==> src/rtl/crosswalk_controller.sv <==
// -----------------------------------------------------------------------------
// crosswalk_controller
//
// Pedestrian crossing controller for one intersection with two crossings
// (north and west). Each crossing has its own four-state FSM:
//   IDLE -> PENDING (button pressed, asking the sequencer for green)
//        -> WALK    (parallel vehicle green present, walk head lit)
//        -> CLEAR   (clearance interval, then back to IDLE or PENDING)
// Both greens at once is treated as a conflict: a sticky fault forces both
// crossings to IDLE with walk dark and stop lit until reset.
//
// Parameters
//   WALK_SECS   walk-phase length in 1 Hz ticks (1..15)
//   CLEAR_SECS  clearance-phase length in 1 Hz ticks (1..15)
//
// Optional feature (compile-time macro XWALK_FLASH_EN)
//   defined   : stop head flashes during CLEAR, starting lit, toggling per tick
//   undefined : stop head held lit during CLEAR, no flash-phase register
//
// Ports
//   clk_50_mhz                 in   system clock, rising edge
//   reset                      in   synchronous active-high reset
//   tick_1hz                   in   one-cycle enable pulse per second
//   nrth_xwalk_sig/west_..     in   debounced pedestrian buttons (level)
//   grn/ylw/red_nrth/_west     in   vehicle light states
//   walk_light_nrth/_west      out  pedestrian walk heads
//   stop_light_nrth/_west      out  pedestrian stop heads
//   xwalk_req_nrth/_west       out  pending request to the sequencer
//   fault                      out  sticky green/green conflict indicator
// -----------------------------------------------------------------------------
module crosswalk_controller #(
    parameter int WALK_SECS  = 7,
    parameter int CLEAR_SECS = 5
) (
    input  logic clk_50_mhz,
    input  logic reset,
    input  logic tick_1hz,
    input  logic nrth_xwalk_sig,
    input  logic west_xwalk_sig,
    input  logic grn_nrth,
    input  logic ylw_nrth,
    input  logic red_nrth,
    input  logic grn_west,
    input  logic ylw_west,
    input  logic red_west,
    output logic walk_light_nrth,
    output logic stop_light_nrth,
    output logic walk_light_west,
    output logic stop_light_west,
    output logic xwalk_req_nrth,
    output logic xwalk_req_west,
    output logic fault
);

    typedef enum logic [1:0] {
        ST_IDLE    = 2'd0,
        ST_PENDING = 2'd1,
        ST_WALK    = 2'd2,
        ST_CLEAR   = 2'd3
    } state_e;

    localparam logic [3:0] WALK_LOAD  = 4'(WALK_SECS);
    localparam logic [3:0] CLEAR_LOAD = 4'(CLEAR_SECS);

    // Index 0 = north crossing, index 1 = west crossing.
    state_e     state_q [2];
    state_e     state_d [2];
    logic [3:0] cnt_q   [2];
    logic [3:0] cnt_d   [2];
    logic [1:0] defer_q;
    logic [1:0] defer_d;
    logic [1:0] lvl_q;
    logic [1:0] prev_q;
    logic       fault_q;
    logic       fault_d;

    logic [1:0] grn_s;
    logic [1:0] press_s;
    logic       conflict_s;
    logic [1:0] walk_s;
    logic [1:0] stop_s;
    logic [1:0] req_s;

    // Amber and red states are not needed by this controller.
    logic unused_lights_s;
    assign unused_lights_s = ylw_nrth ^ red_nrth ^ ylw_west ^ red_west;

    assign grn_s      = {grn_west, grn_nrth};
    // A press is a rising edge of the registered button level, so a held
    // button produces exactly one press.
    assign press_s    = lvl_q & ~prev_q;
    assign conflict_s = grn_s[0] & grn_s[1];
    assign fault_d    = fault_q | conflict_s;

`ifdef XWALK_FLASH_EN
    logic [1:0] flash_q;
    logic [1:0] flash_d;

    // Flash phase: lit on CLEAR entry, toggled on every tick while in CLEAR.
    always_comb begin
        flash_d = flash_q;
        for (int d = 0; d < 2; d++) begin
            if (state_d[d] == ST_CLEAR && state_q[d] != ST_CLEAR) begin
                flash_d[d] = 1'b1;
            end else if (state_q[d] == ST_CLEAR && tick_1hz) begin
                flash_d[d] = ~flash_q[d];
            end else begin
                flash_d[d] = flash_q[d];
            end
        end
    end

    // Flash-phase register.
    always_ff @(posedge clk_50_mhz) begin
        if (reset) begin
            flash_q <= 2'b00;
        end else begin
            flash_q <= flash_d;
        end
    end
`endif

    // Next-state, counter and deferred-request logic for both crossings.
    // A press is always judged against the current (old) state, so a press in
    // the cycle CLEAR expires still turns into a deferred request.
    always_comb begin
        defer_d = defer_q;
        for (int d = 0; d < 2; d++) begin
            state_d[d] = state_q[d];
            cnt_d[d]   = cnt_q[d];
            if (fault_q || conflict_s) begin
                // Conflict lockout: park in IDLE until reset.
                state_d[d] = ST_IDLE;
                cnt_d[d]   = 4'd0;
                defer_d[d] = 1'b0;
            end else begin
                case (state_q[d])
                    ST_IDLE: begin
                        if (press_s[d]) begin
                            state_d[d] = ST_PENDING;
                        end else begin
                            state_d[d] = ST_IDLE;
                        end
                    end
                    ST_PENDING: begin
                        if (grn_s[d]) begin
                            state_d[d] = ST_WALK;
                            cnt_d[d]   = WALK_LOAD;
                        end else begin
                            state_d[d] = ST_PENDING;
                        end
                    end
                    ST_WALK: begin
                        if (!grn_s[d]) begin
                            // Green withdrawn: abort straight into clearance.
                            state_d[d] = ST_CLEAR;
                            cnt_d[d]   = CLEAR_LOAD;
                        end else if (tick_1hz && cnt_q[d] == 4'd1) begin
                            state_d[d] = ST_CLEAR;
                            cnt_d[d]   = CLEAR_LOAD;
                        end else if (tick_1hz && cnt_q[d] != 4'd0) begin
                            cnt_d[d] = cnt_q[d] - 4'd1;
                        end else begin
                            cnt_d[d] = cnt_q[d];
                        end
                    end
                    ST_CLEAR: begin
                        if (press_s[d]) begin
                            defer_d[d] = 1'b1;
                        end else begin
                            defer_d[d] = defer_q[d];
                        end
                        if (tick_1hz && cnt_q[d] == 4'd1) begin
                            if (defer_q[d] || press_s[d]) begin
                                state_d[d] = ST_PENDING;
                            end else begin
                                state_d[d] = ST_IDLE;
                            end
                            cnt_d[d]   = 4'd0;
                            defer_d[d] = 1'b0;
                        end else if (tick_1hz && cnt_q[d] != 4'd0) begin
                            cnt_d[d] = cnt_q[d] - 4'd1;
                        end else begin
                            cnt_d[d] = cnt_q[d];
                        end
                    end
                    default: begin
                        state_d[d] = ST_IDLE;
                        cnt_d[d]   = 4'd0;
                        defer_d[d] = 1'b0;
                    end
                endcase
            end
        end
    end

    // State, counter, flag, edge-detect and fault registers.
    always_ff @(posedge clk_50_mhz) begin
        if (reset) begin
            for (int d = 0; d < 2; d++) begin
                state_q[d] <= ST_IDLE;
                cnt_q[d]   <= 4'd0;
            end
            defer_q <= 2'b00;
            lvl_q   <= 2'b00;
            prev_q  <= 2'b00;
            fault_q <= 1'b0;
        end else begin
            for (int d = 0; d < 2; d++) begin
                state_q[d] <= state_d[d];
                cnt_q[d]   <= cnt_d[d];
            end
            defer_q <= defer_d;
            lvl_q   <= {west_xwalk_sig, nrth_xwalk_sig};
            prev_q  <= lvl_q;
            fault_q <= fault_d;
        end
    end

    // Pedestrian head decode. Walk is gated by live green so it goes dark in
    // the very cycle green is withdrawn.
    always_comb begin
        walk_s = 2'b00;
        stop_s = 2'b11;
        req_s  = 2'b00;
        for (int d = 0; d < 2; d++) begin
            if (fault_q) begin
                walk_s[d] = 1'b0;
                stop_s[d] = 1'b1;
                req_s[d]  = 1'b0;
            end else begin
                walk_s[d] = (state_q[d] == ST_WALK) && grn_s[d];
                req_s[d]  = (state_q[d] == ST_PENDING);
                case (state_q[d])
                    ST_IDLE:    stop_s[d] = 1'b1;
                    ST_PENDING: stop_s[d] = 1'b1;
                    ST_WALK:    stop_s[d] = 1'b0;
`ifdef XWALK_FLASH_EN
                    ST_CLEAR:   stop_s[d] = flash_q[d];
`else
                    ST_CLEAR:   stop_s[d] = 1'b1;
`endif
                    default:    stop_s[d] = 1'b1;
                endcase
            end
        end
    end

    assign walk_light_nrth = walk_s[0];
    assign walk_light_west = walk_s[1];
    assign stop_light_nrth = stop_s[0];
    assign stop_light_west = stop_s[1];
    assign xwalk_req_nrth  = req_s[0];
    assign xwalk_req_west  = req_s[1];
    assign fault           = fault_q;

endmodule

==> config.mk <==
export PLATFORM = sky130hd
export DESIGN_NAME = crosswalk_controller
export DESIGN_NICKNAME = d
export VERILOG_FILES = /design/src/rtl/crosswalk_controller.sv
export SDC_FILE = /design/constraint.sdc
export NUM_CORES = 1
export LEC_CHECK = 0
export CORE_MARGIN = 2
export CORE_UTILIZATION = 36
export CTS_CLUSTER_DIAMETER = 80
export DETAILED_ROUTE_END_ITERATION = 8
export GPL_TIMING_DRIVEN = 1
export PLACE_DENSITY = 0.68
export SYNTH_ARGS = -nofsm -noshare
export SYNTH_HDL_FRONTEND = slang
export SYNTH_SLANG_ARGS = --single-unit
==> constraint.sdc <==
create_clock -name clk_50_mhz -period 1.5 [get_ports clk_50_mhz]
set_input_delay 0.225 -clock clk_50_mhz [delete_from_list [all_inputs] [get_ports clk_50_mhz]]
set_output_delay 0.225 -clock clk_50_mhz [all_outputs]
set_load 0.02 [all_outputs]
After elaboration in Yosys (flattened, before gate mapping)
Memories as Yosys holds them, arrays and structs flattened. Cells that the tools add are included.

Add/sub/neg operators: 2. Equal/unequal tests: 8. Mux-type cells: 49. Bitwise logic cells: 8. Reduce and logical (&&, ||, !) cells: 20.

Operator list (count): 4-bit two-way mux (14); 2-bit two-way mux (12); 4-bit one-hot mux with 3 select lines (2); 1-bit two-way mux (17); 2-bit one-hot mux with 4 select lines (2); 2-bit equality test, second input constant (4); 4-bit by 1-bit equality test with 1-bit output, second input constant (2); 4-bit nonzero test (2); 4-bit by 1-bit subtractor with 4-bit output, second input constant (2); 1-bit logical AND (6); 3-bit OR reduction (2); 1-bit bitwise OR (5); 2-bit by 1-bit equality test with 1-bit output, second input constant (2); 2-bit logical NOT (2); 1-bit one-hot mux with 2 select lines (2); 2-bit AND reduction (2); 2-bit nonzero test (2); 1-bit logical OR (3); 2-bit bitwise AND (1); 2-bit inverter (1); 2-bit OR reduction (1); 1-bit bitwise AND (1).

Register bits: 7. Memory bits (writable): 12. Output and inout bits: 7. Logic and storage cells: 94. Memories: 2.

Memories: cnt_q (words 2, bits a word 4, rd ports 2, clocked after memory_dff 0, wr ports 2, RTL line 68) `logic [3:0] cnt_q [2];`; state_q (words 2, bits a word 2, rd ports 2, clocked after memory_dff 0, wr ports 2, RTL line 66) `state_e state_q [2];`.

Logic depth before layout (Yosys ltp)
Gate-level depths: netlist of the first run. An unclocked memory read counts as a cell.

Word-level depth: 9. Mapped depth: 6. Gate-level depth less buffers: 6.

Least setup slack after synthesis of the first run
OpenSTA, ideal clock, no wires.

Path kind: reg-to-output. Start: register (tool-made name). End: output walk_light_west. Arrival time: 1.569 ns. Slack: -0.294 ns. Cell stages (with the launch flop): 6. Path through: dfxtp_1 clkbuf_1 inv_1 clkbuf_1 or3_1 nor2_1.

RTL lines: end, declared (RTL line 48) `output logic walk_light_west,`.

==> results of run 1 <==
-- final cells by class --
| cell class | count | area, µm² |
|---|---|---|
| fillers | 258 | 1242 |
| multi-input cells | 96 | 729.5 |
| flip-flops and latches | 19 | 389.1 |
| repair buffers | 44 | 344.1 |
| well taps | 31 | 38.79 |
| inverters | 8 | 35.03 |
| clock buffers | 4 | 26.28 |
-- worst paths after layout --
check,endpoint,slack [ns],cells after the start
setup reg to reg,cnt_q[0][5],-0.07,6
setup / recovery,cnt_q[0][5],-0.07,6
hold / removal,lvl_q[0],0.47,2
hold reg to reg,prev_q[0],0.47,1
-- worst max-delay path, cell delays in order (launching register included) --
cell      delay [ns]
dfxtp_2         0.35
inv_2           0.07
ha_4            0.13
or3b_4          0.37
and3_4          0.15
o31a_1          0.24
a311oi_2        0.17
-- cells in the mapped netlist, types with 2 or more instances --
cell type	number
dfxtp_1	19
a21oi_1	13
nor2_1	11
nand2_1	10
clkbuf_1	8
inv_1	8
nor2b_1	7
a211oi_1	4
ha_1	4
nand3_1	4
a31oi_1	3
nor3b_1	3
o21a_1	3
o21ai_0	3
a21o_1	2
and4bb_2	2
nand4_1	2
nand4bb_1	2
nor3_1	2
or3_1	2
-- per-layer routing --
| metal | up-vias | share of wire, % | track usage [%] |
|---|---|---|---|
| met5 | - | 0 | 0 |
| met4 | 0 | 1.4 | 8.766 |
| met3 | 4 | 4.4 | 3.297 |
| met2 | 26 | 47 | 27.77 |
| met1 | 529 | 47 | 21.28 |
| li1 | 549 | - | - |
-- placed cells by master (no fill, tap or decap), drive strengths merged, types with 3 or more instances in the layout --
| master | count |
|---|---|
| a211oi | 4 |
| a21oi | 13 |
| a31oi | 3 |
| buf | 37 |
| clkbuf | 4 |
| clkdlybuf4s50 | 6 |
| dfxtp | 19 |
| ha | 4 |
| inv | 8 |
| nand2 | 10 |
| nand3 | 4 |
| nor2 | 11 |
| nor2b | 7 |
| nor3b | 3 |
| o21a | 3 |
| o21ai | 3 |
-- power breakdown --
group | total (mW) | internal [mW] | leakage (nW) | switching (mW)
clock network | 0.263 | 0.104 | 0.0150 | 0.159
registers | 0.535 | 0.523 | 0.158 | 0.0123
logic | 0.249 | 0.131 | 0.460 | 0.118
-- cells by family after synthesis --
kind of cell / after synthesis
xor gates and xnor gates: 1
buffers and inverters: 16
DFF: 19
and+or+nand+nor: 52
AOI/OAI and AO/OA: 37
muxes: 2
adders and majority gates: 4
-- repair_timing --
item,CTS,global route
buffers inserted,4,1
setup endpoints to repair,13,12
gates resized for setup,40,15
pin swaps,3,5
-- per-stage QoR --
step           cell area, µm²  power [mW]  utilization (%)
2_1_floorplan            1110      0.6681                -
3_3_place_gp             1443      0.7652            51.43
3_5_place_dp             1443      0.7728            51.43
4_1_cts                  1511       1.046            53.88
5_1_grt                  1563       1.109            55.71
6_report                 1563       1.047            55.71
==> impl_metrics.yaml, run 1 <==
outcome:
  run_status: "finished with violations"
  violations: "negative setup slack"
detailed_routing:
  drt-initial-drc-count: 25
  vias_per_cell: 5.485
  firstDrtPassIters: 4
  wirelength_mm: 2.710
  drc: 0
  wl_per_cell_um: 13.42
  ant_nets: 0
  vias: 1108
logic_synthesis:
  syn_inst: 131
  synth_xor_area_share_pct: 0.8130
  synth_mux_area_share_pct: 1.974
  synth-compound-area-share_pct: 23.23
  synth_top_area_share_pct: 35.31
  synth_edf_count: 0
  synth-seq-cells: 19
  syn-cell-area_mm2: 0.001077
  synth_warnings: 0
  synth.distinct_cells: 39
  postSynthAreaPerCell_um2: 8.224
  synthSimpleGateAreaFrac_pct: 28.46
  synthFlopType: "dfxtp_1"
  synth-seq-area-share_pct: 35.31
  synth_fp_nets: 146
  async_flop_share_pct: 0
  synth-adder-area-share_pct: 4.646
  synth_top_family_by_area: "simple AND/OR/NAND/NOR gates"
  netlist_top_cells_area: "dfxtp_1 35%, a21oi_1 6.0%, ha_1 4.6%"
  yosysTopAreaCell: "dfxtp_1"
cts:
  ctsHoldBuffers: 0
  h-tree-depth: 1
  clock_path_buffers: 2
  insertion_delay_ns: 0.30
  cts.sinks: 19
  cts_tree: "done"
  cts_buffers: 3
  cts_root_buf: "clkbuf_4"
  clk_pin_slew_ns: 0.11
floorplanning:
  die_w_um: 58.71
  ios: 18
  dieArea_mm2: 0.003446
  num_rows: 19
  core_area_mm2: 0.002805
  die_h_um: 58.71
  start_util_pct: 38.40
worst_setup_path:
  cp.required_ns: 1.71
  start_kind: "flop"
  endpoint_kind: "flop"
  cp.arrival_ns: 1.78
  crit_fanout: 3
  reg2reg_from: "cnt_q[0][4]"
  crit_start: "cnt_q[0][4]"
  setup.worst_path.class: "reg -> reg"
finish:
  drive_above_1_share_pct: 40.94
  n_antenna_cell: 0
  final_nets: 187
  layoutNonFillerInstCount: 202
  area_growth_pct: 45.06
global_route:
  antenna_found_initial: 0
  grt_pass1_wl_mm: 4.526
  grt_max_degree: 12
  track_usage_pct: 17.00
  grt_overflow: 0
  grt_pass1_vias: 1045
place:
  globalplace.congestion: 0.8620
  port_buffers: 13
  place_hpwl_mm: 1.959
  pre_cts_ws_ns: -0.2240
  dp_cells: 193
timing:
  rsz0062_at_grt: "true"
  maxSlewViolCount: 0
  setup_violations: 3
  worst_pin_slew_ns: 0.3658
  fmax_mhz: 638.5
  holdWs_ns: 0.4653
  fin_worst_skew_ns: 0.007163
  fin_ws_ns: -0.06625
  finalCritPeriodShare_pct: 104.4
  relSlewSlack_pct: 75.61
  finalSetupTns_ns: -0.08122
  period_needed_ns: 1.566
  hold_violations: 0
run:
  cap_violations: 0
worst_hold_path:
  hp-class: "in -> reg"
  min_from: "nrth_xwalk_sig"
power:
  p_per_area_mw_per_mm2: 669.8
  p_leak_nw: 0.6324
  irDropWorstVdd_v: 0.0004576
Power figures use the tool's default switching activity.
==> inputs of run 2 (changes only) <==
--- a/config.mk
+++ b/config.mk
@@ -5,12 +5,15 @@
 export SDC_FILE = /design/constraint.sdc
 export NUM_CORES = 1
 export LEC_CHECK = 0
+export ABC_AREA = 1
 export CORE_MARGIN = 2
 export CORE_UTILIZATION = 36
 export CTS_CLUSTER_DIAMETER = 80
 export DETAILED_ROUTE_END_ITERATION = 8
 export GPL_TIMING_DRIVEN = 1
+export MAX_ROUTING_LAYER = met4
 export PLACE_DENSITY = 0.68
+export SKIP_LAST_GASP = 1
 export SYNTH_ARGS = -nofsm -noshare
 export SYNTH_HDL_FRONTEND = slang
 export SYNTH_SLANG_ARGS = --single-unit
==> impl_metrics.yaml, run 2 <==
logic_synthesis:
  synth_warnings: 0
  synth.distinct_cells: 17
  postSynthAreaPerCell_um2: 6.391
  synthTopCellsByCount: "43 x nand2_1, 29 x inv_1, 21 x nor2_1"
  synth-seq-area-share_pct: 35.64
  syn_inst: 167
  synth_fp_nets: 182
  synth_top_area_share_pct: 35.64
  synth_edf_count: 0
  synth.most_common_cell: "nand2_1"
  async_flop_share_pct: 0
  syn-cell-area_mm2: 0.001067
  yosysTopAreaCell: "dfxtp_1"
  synthFlopType: "dfxtp_1"
  synth-seq-cells: 19
  netlist_top_cells_area: "dfxtp_1 36%, nand2_1 15%, inv_1 10%"
global_route:
  antenna_found_initial: 0
  grt_pass1_vias: 1014
  use_met3_pct: 1.758
  grt_overflow: 0
  grt_pass1_wl_mm: 4.071
  met2_usage_pct: 26.65
  track_usage_pct: 15.92
  grtUsageMet1_pct: 17.49
  grt_max_degree: 11
  gr-max-usage-layer: "met2"
finish:
  layoutNonFillerInstCount: 226
  area_growth_pct: 25.44
  multi_input_area_um2: 581.8
  n_antenna_cell: 0
  mostFrequentLayoutCells: "43 x nand2_1, 28 x inv_1, 20 x nor2_1, 14 x a21oi_1, 14 x dfxtp_1"
  final_nets: 211
  regArea_um2: 389.1
  final_cell_area_mm2: 0.001339
  filler_cell_count: 272
  drive_above_1_share_pct: 17.95
  final_common_cell: "nand2_1"
  final_util_pct: 48.13
detailed_routing:
  firstDrtPassIters: 4
  vias: 1085
  wirelength_mm: 2.280
  ant_nets: 0
  vias_per_cell: 4.801
  wl_per_cell_um: 10.09
  drt-initial-drc-count: 30
  drc: 0
power:
  irDropWorstVdd_v: 0.0004633
  internal-power_mw: 0.6979
  power.share.clock_pct: 27.5
  pwr-share-seq_pct: 55.3
  p_per_area_mw_per_mm2: 724.1
  switching_share_pct: 28.00
  p_leak_nw: 0.6601
  p_sw_mw: 0.2715
  power_frac_comb_pct: 17.2
floorplanning:
  start_util_pct: 38.37
  ios: 18
  die_w_um: 58.45
  dieArea_mm2: 0.003416
  core_area_mm2: 0.002781
  num_rows: 19
  die_h_um: 58.45
timing:
  fmax_mhz: 703.7
  rsz0062_at_grt: "false"
  worst_pin_slew_ns: 0.2625
  relSlewSlack_pct: 82.31
  finalCritPeriodShare_pct: 94.74
  fin_worst_skew_ns: 0.002038
  setup_violations: 0
  hold_violations: 0
  fin_ws_ns: 0.07889
  period_needed_ns: 1.421
  maxSlewViolCount: 0
  finalSetupTns_ns: 0
cts:
  cts_tree: "done"
  insertion_delay_ns: 0.30
  clock_path_buffers: 2
  cts_buffers: 3
  cts_root_buf: "clkbuf_4"
  clk_pin_slew_ns: 0.11
  cts.sinks: 19
  ctsHoldBuffers: 0
  h-tree-depth: 1
  post_cts_buffers: 0
place:
  dp_cells: 222
  place_area_mm2: 0.001319
  globalplace.congestion: 0.8459
  pre_cts_ws_ns: -0.1976
  place_hpwl_mm: 1.818
  port_buffers: 13
worst_setup_path:
  start_kind: "flop"
  crit_fanout: 3
  setup.worst_path.class: "reg -> out"
  cp.arrival_ns: 1.20
  worst-r2r-setup-slack_ns: 0.17
  cp.required_ns: 1.27
  endpoint_kind: "output port"
worst_hold_path:
  hp-class: "in -> reg"
run:
  cap_violations: 0
outcome:
  run_status: "complete, no violations"
## run 2: cell types whose count changed after synthesis, sizes merged, moves of 4 or more
cell / delta
a211oi: -4
clkbuf: -8
inv: +21
nand2: +39
nor2: +12
nor2b: -7
o21ai: +11
## run 2: path summary, 6_finish.rpt
| check | startpoint | endpoint | cells past startpoint |
|---|---|---|---|
| hold reg to reg | lvl_q[1] | prev_q[1] | 2 |
| setup / recovery | flop | stop_light_nrth | 4 |
| hold / removal | nrth_xwalk_sig | lvl_q[0] | 3 |
| setup reg to reg | cnt_q[0][5] | cnt_q[0][6] | 10 |
## run 2: critical path, stage by stage (launching register included)
cell             delay [ns]
dfxtp_2                0.36
inv_1                  0.04
nor2_1                 0.12
nand2_1                0.08
clkdlybuf4s15_1        0.30
## run 2: area by class of cell
class                   count  area share (%)
inverters                  30           8.411
clock buffers               4           1.963
repair buffers             24           14.21
flip-flops and latches     19           29.07
multi-input cells         118           43.46
well taps                  31           2.897
## run 2: per-stage QoR
step                power, mW  hold WS, ns
floorplan              0.6388       0.2962
global placement       0.7125       0.4198
detailed placement     0.7167       0.4290
CTS                    0.9746       0.4242
global route            1.017       0.4498
finish                 0.9694       0.4276
## run 2: what timing repair did
item,CTS,global route
setup endpoints to repair,7,9
pin swaps,0,0
resized for setup,17,14
## run 2: logic make-up (layout without fill, tap and decap cells)
group	count (synthesis)	after routing	synth area share (%)
adders and majority gates	4	4	4.690
AOI/OAI and AO/OA	29	29	14.30
buffers and inverters	30	58	10.55
and+or+nand+nor	85	85	34.82
DFF	19	19	35.64
## run 2: layer usage
layer,vias to the layer above,share of wire [%]
li1,581,-
met1,471,45
met2,24,48
met3,9,3.7
met4,0,3.6
met5,-,0
## run 2: power by group through the flow
| stage | clock [mW] | combinational, mW | sequential, mW |
|---|---|---|---|
| after floorplan | 0 | 0.0913 | 0.547 |
| after global placement | 0 | 0.167 | 0.546 |
| after detailed placement | 0 | 0.170 | 0.546 |
| after CTS | 0.269 | 0.169 | 0.536 |
| after global routing | 0.287 | 0.191 | 0.539 |
| final | 0.266 | 0.167 | 0.536 |
